==> src/rtl/hlsm_operand_sequencer.sv <==
// hlsm_operand_sequencer: operand FIFO, one-shot Start/Done sequencing
// and a result slot with a Done watchdog in front of the HLSM datapath.
module hlsm_operand_sequencer #(
    parameter int WIDTH   = 32,
    parameter int DEPTH   = 4,
    parameter int TIMEOUT = 16
) (
    input  logic                   Clk,
    input  logic                   Rst,
    input  logic                   in_valid,
    output logic                   in_ready,
    input  logic [WIDTH-1:0]       in_a,
    input  logic [WIDTH-1:0]       in_b,
    input  logic [WIDTH-1:0]       in_c,
    output logic                   hs_Start,
    output logic [WIDTH-1:0]       hs_a,
    output logic [WIDTH-1:0]       hs_b,
    output logic [WIDTH-1:0]       hs_c,
    input  logic                   hs_Done,
    input  logic [WIDTH-1:0]       hs_z,
    input  logic [WIDTH-1:0]       hs_x,
    output logic                   out_valid,
    input  logic                   out_ready,
    output logic [WIDTH-1:0]       out_z,
    output logic [WIDTH-1:0]       out_x,
    output logic                   out_err,
    output logic                   busy,
    output logic [$clog2(DEPTH):0] fifo_count
);

    localparam int AW = $clog2(DEPTH);
    localparam int CW = AW + 1;
    localparam int TW = $clog2(TIMEOUT + 1);

    typedef enum logic [1:0] {
        IDLE,
        ISSUE,
        WAIT,
        HOLD
    } state_t;

    state_t state_q;
    state_t state_d;

    logic [WIDTH-1:0] mem_a [DEPTH];
    logic [WIDTH-1:0] mem_b [DEPTH];
    logic [WIDTH-1:0] mem_c [DEPTH];
    logic [AW-1:0]    wr_ptr;
    logic [AW-1:0]    rd_ptr;
    logic [TW-1:0]    timer;
    logic             done_q;

    logic push;
    logic pop;
    logic rise;
    logic cap_ok;
    logic cap_err;
    logic drain;

    assign in_ready = (fifo_count < CW'(DEPTH)) && !Rst;
    assign push     = in_valid && in_ready;
    assign rise     = hs_Done && !done_q;
    assign busy     = (state_q != IDLE);

    always_comb begin
        state_d = state_q;
        pop     = 1'b0;
        cap_ok  = 1'b0;
        cap_err = 1'b0;
        drain   = 1'b0;
        unique case (state_q)
            IDLE: begin
                if (fifo_count != '0 && !out_valid) begin
                    pop     = 1'b1;
                    state_d = ISSUE;
                end
            end
            ISSUE: state_d = WAIT;
            WAIT: begin
                // A fresh Done edge beats the watchdog on the same cycle
                if (rise) begin
                    cap_ok  = 1'b1;
                    state_d = HOLD;
                end else if (timer == TW'(TIMEOUT - 1)) begin
                    cap_err = 1'b1;
                    state_d = HOLD;
                end
            end
            HOLD: begin
                if (out_ready) begin
                    drain   = 1'b1;
                    state_d = IDLE;
                end
            end
            default: state_d = IDLE;
        endcase
    end

    always_ff @(posedge Clk) begin
        if (Rst) state_q <= IDLE;
        else     state_q <= state_d;
    end

    // Storage needs no reset; push is already gated by Rst via in_ready
    always_ff @(posedge Clk) begin
        if (push) begin
            mem_a[wr_ptr] <= in_a;
            mem_b[wr_ptr] <= in_b;
            mem_c[wr_ptr] <= in_c;
        end
    end

    always_ff @(posedge Clk) begin
        if (Rst) begin
            wr_ptr     <= '0;
            rd_ptr     <= '0;
            fifo_count <= '0;
            done_q     <= 1'b0;
            hs_Start   <= 1'b0;
            hs_a       <= '0;
            hs_b       <= '0;
            hs_c       <= '0;
            timer      <= '0;
            out_valid  <= 1'b0;
            out_z      <= '0;
            out_x      <= '0;
            out_err    <= 1'b0;
        end else begin
            done_q   <= hs_Done;
            hs_Start <= pop;
            if (push) wr_ptr <= wr_ptr + AW'(1);
            if (pop) begin
                hs_a   <= mem_a[rd_ptr];
                hs_b   <= mem_b[rd_ptr];
                hs_c   <= mem_c[rd_ptr];
                rd_ptr <= rd_ptr + AW'(1);
            end
            unique case ({push, pop})
                2'b10:   fifo_count <= fifo_count + CW'(1);
                2'b01:   fifo_count <= fifo_count - CW'(1);
                default: fifo_count <= fifo_count;
            endcase
            if (state_q == ISSUE)     timer <= '0;
            else if (state_q == WAIT) timer <= timer + TW'(1);
            if (cap_ok) begin
                out_z     <= hs_z;
                out_x     <= hs_x;
                out_err   <= 1'b0;
                out_valid <= 1'b1;
            end else if (cap_err) begin
                out_z     <= '0;
                out_x     <= '0;
                out_err   <= 1'b1;
                out_valid <= 1'b1;
            end else if (drain) begin
                out_valid <= 1'b0;
            end
        end
    end

endmodule

==> config.mk <==
export PLATFORM = sky130hd
export DESIGN_NAME = hlsm_operand_sequencer
export DESIGN_NICKNAME = d
export VERILOG_FILES = /design/src/rtl/hlsm_operand_sequencer.sv
export SDC_FILE = /design/constraint.sdc
export NUM_CORES = 1
export LEC_CHECK = 0
export CORE_ASPECT_RATIO = 0.6
export CORE_MARGIN = 2
export CORE_UTILIZATION = 48
export CTS_BUF_LIST = sky130_fd_sc_hd__clkbuf_16
export CTS_CLUSTER_DIAMETER = 30
export DETAILED_ROUTE_END_ITERATION = 12
export HOLD_SLACK_MARGIN = 0.08
export PLACE_DENSITY = 0.76
export SLEW_MARGIN = 20
export SYNTH_ARGS = -nofsm -noshare
export SYNTH_HDL_FRONTEND = slang
export SYNTH_SLANG_ARGS = --single-unit
==> constraint.sdc <==
create_clock -name Clk -period 3 [get_ports Clk]
set_input_delay 0.3 -clock Clk [delete_from_list [all_inputs] [get_ports Clk]]
set_output_delay 0.3 -clock Clk [all_outputs]
set_load 0.01 [all_outputs]
# After elaboration in Yosys (flattened, before gate mapping)
# Memory sizes are Yosys's and may differ from the RTL's. A register that Yosys moved wholly into a read port is not among the register bits.
# Cells that the tools add are included.
dict set report totals {
  word_cells 68
  out_inout_bits 168
  register_bits 82
  mem_bits_rw 384
  n_memories 3
  inputBits 165
}
dict set report op_classes {
  n_reduce_logical 16
  magnitude_cmp 1
  muxes 23
  n_eq_ne 9
  n_addsub 5
}
# name depth width rd rd_clocked_by_memory_dff wr line
set mem_list {}
lappend mem_list {mem_a 4 32 1 1 1 45} ;# logic [WIDTH-1:0] mem_a [DEPTH];
lappend mem_list {mem_b 4 32 1 1 1 46} ;# logic [WIDTH-1:0] mem_b [DEPTH];
lappend mem_list {mem_c 4 32 1 1 1 47} ;# logic [WIDTH-1:0] mem_c [DEPTH];
# cell n
set ops {}
lappend ops {{$mux 32} 3}
lappend ops {{$mux 1} 14}
lappend ops {{$mux 2} 4}
lappend ops {{$pmux 2 s4} 1}
lappend ops {{$eq 2x2->1 const B} 3}
lappend ops {{$pmux 3 s2} 1}
lappend ops {{$reduce_bool 2->1} 3}
lappend ops {{$reduce_bool 3->1} 2}
lappend ops {{$add 5x1->5 const B} 1}
lappend ops {{$eq 5x4->1 const B} 1}
lappend ops {{$add 2x1->2 const B} 2}
lappend ops {{$eq 2x1->1 const B} 2}
lappend ops {{$logic_and 1x1->1} 4}
lappend ops {{$ne 2x2->1 const B} 2}
lappend ops {{$reduce_or 2->1} 2}
lappend ops {{$add 3x1->3 const B} 1}
lappend ops {{$logic_not 1->1} 3}
lappend ops {{$lt 3x3->1 const B} 1}
lappend ops {{$ne 3x3->1 const B} 1}
lappend ops {{$reduce_and 3->1} 1}
lappend ops {{$sub 3x1->3 const B} 1}
lappend ops {{$logic_not 2->1} 1}

# Longest topological paths before layout
# Gate-level depths: netlist of run 1.
dict set report depth {
  depth_word 6
  depth_mapped 10
  ltp_nobuf 10
}

# Worst setup path after synthesis of run 1
# Ideal clock, no wire load.
dict set report synth_path {
  kind {flip-flop to flip-flop}
  start {reg fifo_count[2]}
  end {mem mem_a[0][0] (enable)}
  n_path_buf 0
  slack_ns -0.480
  setup_time_ns 0.466
  required_ns 2.534
  t_arrival_ns 3.014
  stages_incl_launch_ff 3
  synth_period_minus_slack_ns 3.480
  path_cell_list {dfxtp_1 nor2_1 and3_1}
}
dict set report synth_via {
  elab_chain_len 5
}
# item line
set synth_rtl {}
lappend synth_rtl {{start: declaration} 28} ;# output logic [$clog2(DEPTH):0] fifo_count
lappend synth_rtl {{start signal: assignment} 139} ;# 2'b10: fifo_count <= fifo_count + CW'(1);
lappend synth_rtl {{start signal: assignment} 140} ;# 2'b01: fifo_count <= fifo_count - CW'(1);
lappend synth_rtl {{start signal: assignment} 141} ;# default: fifo_count <= fifo_count;
lappend synth_rtl {{$lt 3x3->1} 60} ;# assign in_ready = (fifo_count < CW'(DEPTH)) && !Rst;
lappend synth_rtl {{$logic_and 1x1->1} 60}
lappend synth_rtl {{net in_ready} 11} ;# output logic in_ready,
lappend synth_rtl {{$logic_and 1x1->1} 61} ;# assign push = in_valid && in_ready;
lappend synth_rtl {{$mux 1} 106} ;# if (push) begin
lappend synth_rtl {{$mux 1 (not written as such)} 107} ;# mem_a[wr_ptr] <= in_a;
lappend synth_rtl {{end: declaration} 45}
# The timed path passes the listed nets, and every way through them passes these cells.

# Final worst setup path of run 1
dict set report layout_path {
  start {reg state_q[0]}
  end {reg fifo_count[2]}
}
dict set report layout_via {
  elab_chain_len 4
  elab_cells_between_ends 6
  cone_classes {eq/ne: 2; mux: 2; reduce/logical: 2}
}
# item line
set layout_rtl {}
lappend layout_rtl {{start: declaration} 42} ;# state_t state_q;
lappend layout_rtl {{start signal: assignment} 101} ;# else state_q <= state_d;
lappend layout_rtl {{$logic_not 2->1 (*)} 71} ;# unique case (state_q)
lappend layout_rtl {{$mux 1 (*)} 71}
lappend layout_rtl {{net pop} 54} ;# logic pop;
lappend layout_rtl {{$eq 2x1->1 / $eq 2x2->1 (equally long branches)} 138} ;# unique case ({push, pop})
lappend layout_rtl {{$pmux 3 s2 / $reduce_bool 2->1 (equally long branches)} --}
# The timed path passes the listed nets; every way through them passes the cells marked *.
# A chain may end at the register's enable or synchronous reset.

==> results by group, run 1 <==
Status
  • Outcome: completed

Timing
  • Slew Viols, Final: 0
  • RSZ-0062 raised after global routing: false
  • Final hold violation count: 0
  • Tmin final: 2.421 ns
  • Setup violators final: 0
  • Slew of the pin with the lowest slew margin: 0.8641 ns
  • Setup total negative slack: 0 ns
  • Fmax: 413.1 MHz
  • Tcrit/Tclk final: 80.70%
  • Relative slew slack: 42.39%
  • Clock skew: 0.02638 ns

Placement
  • Detail Placement HPWL: 27330 µm
  • Placed insts: 1855
  • IO Port Bufs: 332
  • RePlAce Congestion: 0.7554

Power and ir drop
  • Comb pwr share: 20.6%
  • Net switching power: 6556 µW
  • Sw frac: 26.16%
  • Lkg Pwr: 0.009007 µW
  • Clock network power share: 39.9%
  • Internal power: 18500 µW
  • Peak VDD IR: 552.5 µV
  • Sequential power share: 39.5%
  • PD cells: 938.0 mW/mm²

Route
  • Vias: 11000
  • Iter 0 DRT Violations: 914
  • Total wire length: 44810 µm
  • DRT Pass-1 Iters: 5
  • Routed wire per std cell: 22.29 µm
  • Drt via density: 5.474
  • Residual DRC: 0
  • Post-DRT Antenna Nets: 0

GRT
  • Vias in the first global route: 11410
  • Total congestion overflow: 0
  • Largest net degree at the start of global routing: 78
  • Initial antenna violation count: 6
  • First-pass GRT wire length: 67990 µm
  • GRT Overall Usage: 20.89%

Logic synthesis
  • Sequential-to-total area share from yosys stat: 76.28%
  • Most frequent cell after synthesis: edfxtp_1
  • Ys flop type: edfxtp_1
  • EDFF count, synth: 384
  • Yosys top cell by area: edfxtp_1
  • Synthesis Warnings: 0
  • Mapped Cells: 1031
  • Yosys cell types: 37
  • Synth Net Count: 1209
  • Flops & latches, synth: 562
  • Post-synth top cells: edfxtp_1 (384), dfxtp_1 (178), a22o_1 (96), mux4_2 (96), nor2_1 (73)
  • Post-Syn Area per Cell: 19.19 µm²
  • Synth top area cells: edfxtp_1 (58%), dfxtp_1 (18%), mux4_2 (11%), a22o_1 (4.2%), a22oi_1 (2.4%)
  • Async set-reset flop share out of synthesis: 0%
  • Synth top area share: 58.27%
  • Cell area after synthesis: 0.01979 mm²

Setup path
  • Setup crit end kind: flip-flop
  • Worst Path Required: 3.53 ns
  • Crit start category: flip-flop
  • Worst path cell trace: inv_1 -> ha_1 -> inv_2 -> nor3_4 -> ha_1 -> inv_1 -> fa_1 -> xor2_1 -> or3_1 -> a21oi_1
  • Crit path launch: state_q[0]$_SDFFE_PP0P_
  • CP delay by family, top: adder cells
  • Reg2reg start: state_q[0]$_SDFFE_PP0P_
  • Crit path DAT: 2.95 ns
  • Setup CP Type: reg -> reg
  • Slowest stage delay, CP: 0.38 ns
  • Worst Path Buf+Inv: 3
  • Slowest CP cell: fa_1
  • CP Max Fanout: 4

Clocking
  • Root Buffer: clkbuf_16
  • CTS clk-pin slew, worst paths: 0.06 ns
  • CTS buffer count: 80
  • Post-CTS setup buffer count: 0
  • CTS Sinks: 562
  • CTS H-Tree Depth: 3
  • Clk buf depth: 3
  • Worst-Skew Late Latency: 0.60 ns
  • TritonCTS clock tree: yes
  • CTS-repair resized insts: 0

Floorplanning
  • Ports: 333
  • Die Ht: 161.3 µm
  • Core area: 0.04058 mm²
  • Die Area: 0.04292 mm²
  • Initial Util: 48.77%
  • Num rows: 57
  • Die width: 266.1 µm

Min path
  • Hold Crit Class: in -> reg
  • Hold path start: hs_Done

Final layout
  • Non-Filler Instances: 2010
  • Nets: 1585
  • Layout cell share with drive strength beyond 1: 18.39%
  • Area Overhead vs Synth: 35.01%

Run
  • Max-Cap Viols: 0
[final timing paths]
path,endpoint,slack (ns),cells past startpoint
worst max-delay path,fifo_count[2]$_SDFFE_PP0P_,0.58,10
worst min-delay path,done_q$_SDFF_PP0_,0.33,2
worst max register to register,fifo_count[2]$_SDFFE_PP0P_,0.58,10
worst min register to register,hs_b[2]$_SDFFE_PP0P_,0.47,1
[placed cells by master, fill, tap and decap left out, types with 3 or more instances in the layout]
| cell | netlist | routed |
|---|---|---|
| clkdlybuf4s50_1 | 0 | 331 |
| a22o_1 | 96 | 96 |
| clkinvlp_4 | 0 | 11 |
| buf_4 | 8 | 17 |
| ha_1 | 12 | 12 |
| a22oi_1 | 64 | 64 |
| nor2_1 | 73 | 73 |
| mux4_2 | 96 | 96 |
| inv_1 | 10 | 18 |
| nand2_1 | 4 | 4 |
| a21oi_1 | 4 | 4 |
| clkbuf_16 | 0 | 82 |
| nor3_1 | 6 | 6 |
| clkinv_4 | 0 | 5 |
| edfxtp_1 | 384 | 384 |
| buf_12 | 0 | 10 |
| inv_6 | 0 | 12 |
| xor2_1 | 4 | 4 |
| dfxtp_1 | 178 | 176 |
| and3_4 | 0 | 4 |
| clkinv_8 | 0 | 3 |
| diode_2 | 0 | 5 |
| xnor2_1 | 4 | 4 |
| clkinv_1 | 0 | 7 |
| bufinv_16 | 0 | 15 |
[cell families after synthesis]
group           count (synthesis)  synth area share [%]
flops                         562                 76.28
xor+xnor                        8                0.3540
mux                            98                 11.03
simple gates                  102                 2.428
fa+ha+maj                      13                0.8599
compound gates                171                 7.037
buf+inv                        77                 2.017
[registers in the layout (all words and copies together) (netlist names), 2 cells and up]
| register | count |
|---|---|
| fifo_count | 3 |
| hs_a | 32 |
| hs_b | 32 |
| hs_c | 32 |
| mem_a | 128 |
| mem_b | 128 |
| mem_c | 128 |
| out_x | 32 |
| out_z | 32 |
| rd_ptr | 2 |
| state_q | 2 |
| timer | 5 |
| wr_ptr | 2 |
[metrics by stage]
step           setup WS, ns  area, µm²  hold slack, ns  power [µW]  util (%)
2_1_floorplan        0.5985      19790          0.3989       12910         -
3_3_place_gp         0.6126      23780          0.4603       15160     58.60
3_5_place_dp         0.5875      23780          0.4616       15270     58.60
4_1_cts              0.5924      26700          0.2967       25360     65.81
5_1_grt              0.3980      26710          0.3152       26100     65.82
6_report             0.5791      26720          0.3267       25060     65.84
[layout make-up]
cell class | count | area, µm²
Clock buffer | 82 | 2052
Multi-Input combinational cell | 392 | 4328
Tap cell | 531 | 664.4
Antenna cell | 5 | 12.51
Timing Repair Buffer | 360 | 3656
Inverter | 11 | 41.29
Fill cell | 2665 | 13860
Clock inverter | 67 | 860.8
Sequential cell | 562 | 15100
[per-layer routing]
layer | track usage (%) | vias to the layer above | routed length (µm) | share of wire, %
li1 | - | 4943 | - | -
met1 | 28.82 | 5631 | 19620 | 44
met2 | 32.36 | 340 | 21200 | 47
met3 | 5.519 | 86 | 2679 | 6.0
met4 | 7.559 | 2 | 1296 | 2.9
met5 | 0 | - | 14 | 0.031
[repair_timing]
item / CTS / global route
hold endpoints to repair: 2 / 0
setup endpoints to repair: 0 / 0
hold buffers: 1 / 0
[power by group through the flow]
stage	combinational [µW]	sequential [µW]	clock [µW]
after floorplan	2810	10100	0
after global placement	5150	10000	0
after detailed placement	5230	10000	0
after CTS	5260	9910	10200
after global routing	5530	10000	10600
final	5160	9890	10000
[worst reg2reg max path, cell delays in order (launching register included)]
cell and delay (ns):
dfxtp_1 0.33, inv_1 0.14, ha_1 0.21, inv_2 0.08
nor3_4 0.27, ha_1 0.24, inv_1 0.07, fa_1 0.38
xor2_1 0.16, or3_1 0.32, a21oi_1 0.15
No activity file was read; power rests on OpenSTA's default activity.
==> run 2: changes to the inputs <==
--- a/config.mk
+++ b/config.mk
@@ -7,12 +7,12 @@
 export LEC_CHECK = 0
 export CORE_ASPECT_RATIO = 0.6
 export CORE_MARGIN = 2
-export CORE_UTILIZATION = 48
+export CORE_UTILIZATION = 52
 export CTS_BUF_LIST = sky130_fd_sc_hd__clkbuf_16
 export CTS_CLUSTER_DIAMETER = 30
 export DETAILED_ROUTE_END_ITERATION = 12
 export HOLD_SLACK_MARGIN = 0.08
-export PLACE_DENSITY = 0.76
+export PLACE_DENSITY = 0.78
 export SLEW_MARGIN = 20
 export SYNTH_ARGS = -nofsm -noshare
 export SYNTH_HDL_FRONTEND = slang
==> constraint.sdc (replaced) <==
create_clock -name Clk -period 2.5 [get_ports Clk]
set_input_delay 0.25 -clock Clk [delete_from_list [all_inputs] [get_ports Clk]]
set_output_delay 0.25 -clock Clk [all_outputs]
set_load 0.01 [all_outputs]
==> results by group, run 2 (synthesized netlist as in run 1, its figures left out) <==
Timing
  • Slew Viols, Final: 0 (unchanged)
  • Final hold violation count: 0 (unchanged)
  • Tcrit/Tclk final: 91.12% (was 80.70%)
  • Setup total negative slack: 0 ns (unchanged)
  • Fmax: 439.0 MHz (was 413.1 MHz)
  • Slew of the pin with the lowest slew margin: 0.8242 ns (was 0.8641 ns)
  • Setup violators final: 0 (unchanged)
  • Relative slew slack: 45.05% (was 42.39%)
  • Clock skew: 0.01963 ns (was 0.02638 ns)
  • Tmin final: 2.278 ns (was 2.421 ns)
  • RSZ-0062 raised after global routing: false (unchanged)

Placement
  • RePlAce Congestion: 0.7380 (was 0.7554)
  • IO Port Bufs: 332 (unchanged)
  • DP Area: 0.02388 mm² (was 0.02378 mm²)
  • Detail Placement HPWL: 27030 µm (was 27330 µm)

Setup path
  • Crit path DAT: 2.77 ns (was 2.95 ns)
  • Setup CP Type: reg -> reg (unchanged)
  • Worst Path Required: 3.00 ns (was 3.53 ns)
  • Crit start category: flip-flop (unchanged)
  • Setup crit end kind: flip-flop (unchanged)
  • CP Max Fanout: 4 (unchanged)

Clocking
  • CTS buffer count: 71 (was 80)
  • CTS clk-pin slew, worst paths: 0.06 ns (about the same)
  • CTS H-Tree Depth: 3 (unchanged)
  • Root Buffer: clkbuf_16 (unchanged)
  • Worst-Skew Late Latency: 0.59 ns (was 0.60 ns)
  • Clk buf depth: 3 (unchanged)
  • CTS Sinks: 562 (unchanged)
  • Post-CTS setup buffer count: 0 (unchanged)
  • # hold bufs at CTS: 1 (unchanged)
  • CTS-repair resized insts: 0 (unchanged)
  • TritonCTS clock tree: yes (unchanged)

Final layout
  • Multi-input combinational cell area: 0.004328 mm² (unchanged)
  • Largest regs: mem_a: 128 flops, mem_b: 128 flops, mem_c: 128 flops (unchanged)
  • Commonest cells after routing, fill and taps aside: edfxtp_1 (384), clkdlybuf4s50_1 (331), dfxtp_1 (176), mux4_2 (96), a22o_1 (96) (unchanged)
  • Layout cell share with drive strength beyond 1: 17.51% (was 18.39%)
  • Most common cell after layout, fill and taps aside: edfxtp_1 (unchanged)
  • Area Overhead vs Synth: 33.14% (was 35.01%)
  • Final Instance Area: 0.02635 mm² (was 0.02672 mm²)
  • Fillers: 2342 (was 2665)
  • Nets: 1575 (was 1585)
  • Reg area: 0.01510 mm² (unchanged)

Route
  • Drt via density: 5.564 (was 5.474)
  • Iter 0 DRT Violations: 896 (was 914)
  • Residual DRC: 0 (unchanged)
  • Total wire length: 44460 µm (was 44810 µm)
  • Post-DRT Antenna Nets: 0 (unchanged)
  • Routed wire per std cell: 22.54 µm (was 22.29 µm)
  • DRT Pass-1 Iters: 5 (unchanged)
  • Vias: 10980 (was 11000)

Power and ir drop
  • Lkg Pwr: 0.008825 µW (was 0.009007 µW)
  • PD cells: 1082 mW/mm² (was 938.0 mW/mm²)
  • Peak VDD IR: 757.2 µV (was 552.5 µV)

Floorplanning
  • Initial Util: 52.67% (was 48.77%)
  • Core area: 0.03757 mm² (was 0.04058 mm²)
  • Die Ht: 155.1 µm (was 161.3 µm)
  • Num rows: 55 (was 57)
  • Die width: 255.8 µm (was 266.1 µm)
  • Die Area: 0.03968 mm² (was 0.04292 mm²)
  • Ports: 333 (unchanged)

Run
  • Max-Cap Viols: 0 (unchanged)

GRT
  • GRT Overall Usage: 22.46% (was 20.89%)
  • Largest net degree at the start of global routing: 97 (was 78)
  • Vias in the first global route: 11290 (was 11410)
  • Total congestion overflow: 0 (unchanged)
  • First-pass GRT wire length: 67200 µm (was 67990 µm)
  • Initial antenna violation count: 4 (was 6)

Status
  • Outcome: completed (unchanged)

Min path
  • Hold Crit Class: in -> reg (unchanged)
run 2: cell count changes in the layout (fill, tap and decap cells not counted), moves of 3 or more:
cell | previous run | this run
buf_12 | 10 | 20
buf_4 | 17 | 6
bufinv_16 | 15 | 9
clkbuf_16 | 82 | 72
clkinv_2 | 1 | 9
clkinv_4 | 5 | 8
clkinvlp_4 | 11 | 7
inv_1 | 18 | 15
inv_6 | 12 | 6
run 2: worst paths after layout:
kind / from / endpoint / slack, ns / depth (start not counted)
max: state_q[0]$_SDFFE_PP0P_ / fifo_count[2]$_SDFFE_PP0P_ / 0.22 / 10
min: hs_Done / done_q$_SDFF_PP0_ / 0.29 / 2
max reg2reg: state_q[0]$_SDFFE_PP0P_ / fifo_count[2]$_SDFFE_PP0P_ / 0.22 / 10
min reg2reg: hs_a[26]$_SDFFE_PP0P_ / hs_a[26]$_SDFFE_PP0P_ / 0.48 / 1
run 2: per-layer routing:
metal | up-vias | part of all wire, % | global-route usage [%]
met5 | - | 0 | 0
met4 | 0 | 2.5 | 7.491
met3 | 79 | 6.2 | 5.670
met2 | 355 | 49 | 35.91
met1 | 5631 | 43 | 30.63
li1 | 4913 | - | -
run 2: stage by stage:
stage	setup WS, ns	util [%]	power, µW	hold WS, ns	instances
detailed placement	0.1608	63.55	18420	0.4651	1836
finish	0.2221	70.12	28510	0.2872	1973
CTS	0.2148	70.09	28820	0.2484	1969
floorplan	0.09852	-	15490	0.3489	1031
global placement	0.1945	63.55	18280	0.4602	1836
global route	0.06743	70.11	29650	0.2589	1971
run 2: final cells by class:
cell class,count,share of cell area (%)
Tap cell,513,2.436
Inverter,11,0.1567
Timing Repair Buffer,359,14.32
Multi-Input combinational cell,392,16.43
Sequential cell,562,57.32
Antenna cell,4,0.03799
Clock inverter,60,2.460
Clock buffer,72,6.839
run 2: critical path: stages, from the launching register on:
cell and delay [ns]:
dfxtp_1 0.33, inv_1 0.13, ha_1 0.22, inv_2 0.09
nor3_4 0.18, ha_1 0.21, inv_1 0.06, fa_1 0.38
xor2_1 0.16, or3_1 0.31, a21oi_1 0.14
run 2: report_power, final:
| part | switching, µW | leakage (µW) | total, µW | internal (µW) |
|---|---|---|---|---|
| Sequential | 719 | 0.00493 | 11900 | 11100 |
| Combinational | 2850 | 0.00269 | 6330 | 3480 |
| Clock | 4010 | 0.00120 | 10300 | 6310 |
| Total | 7580 | 0.00882 | 28500 | 20900 |
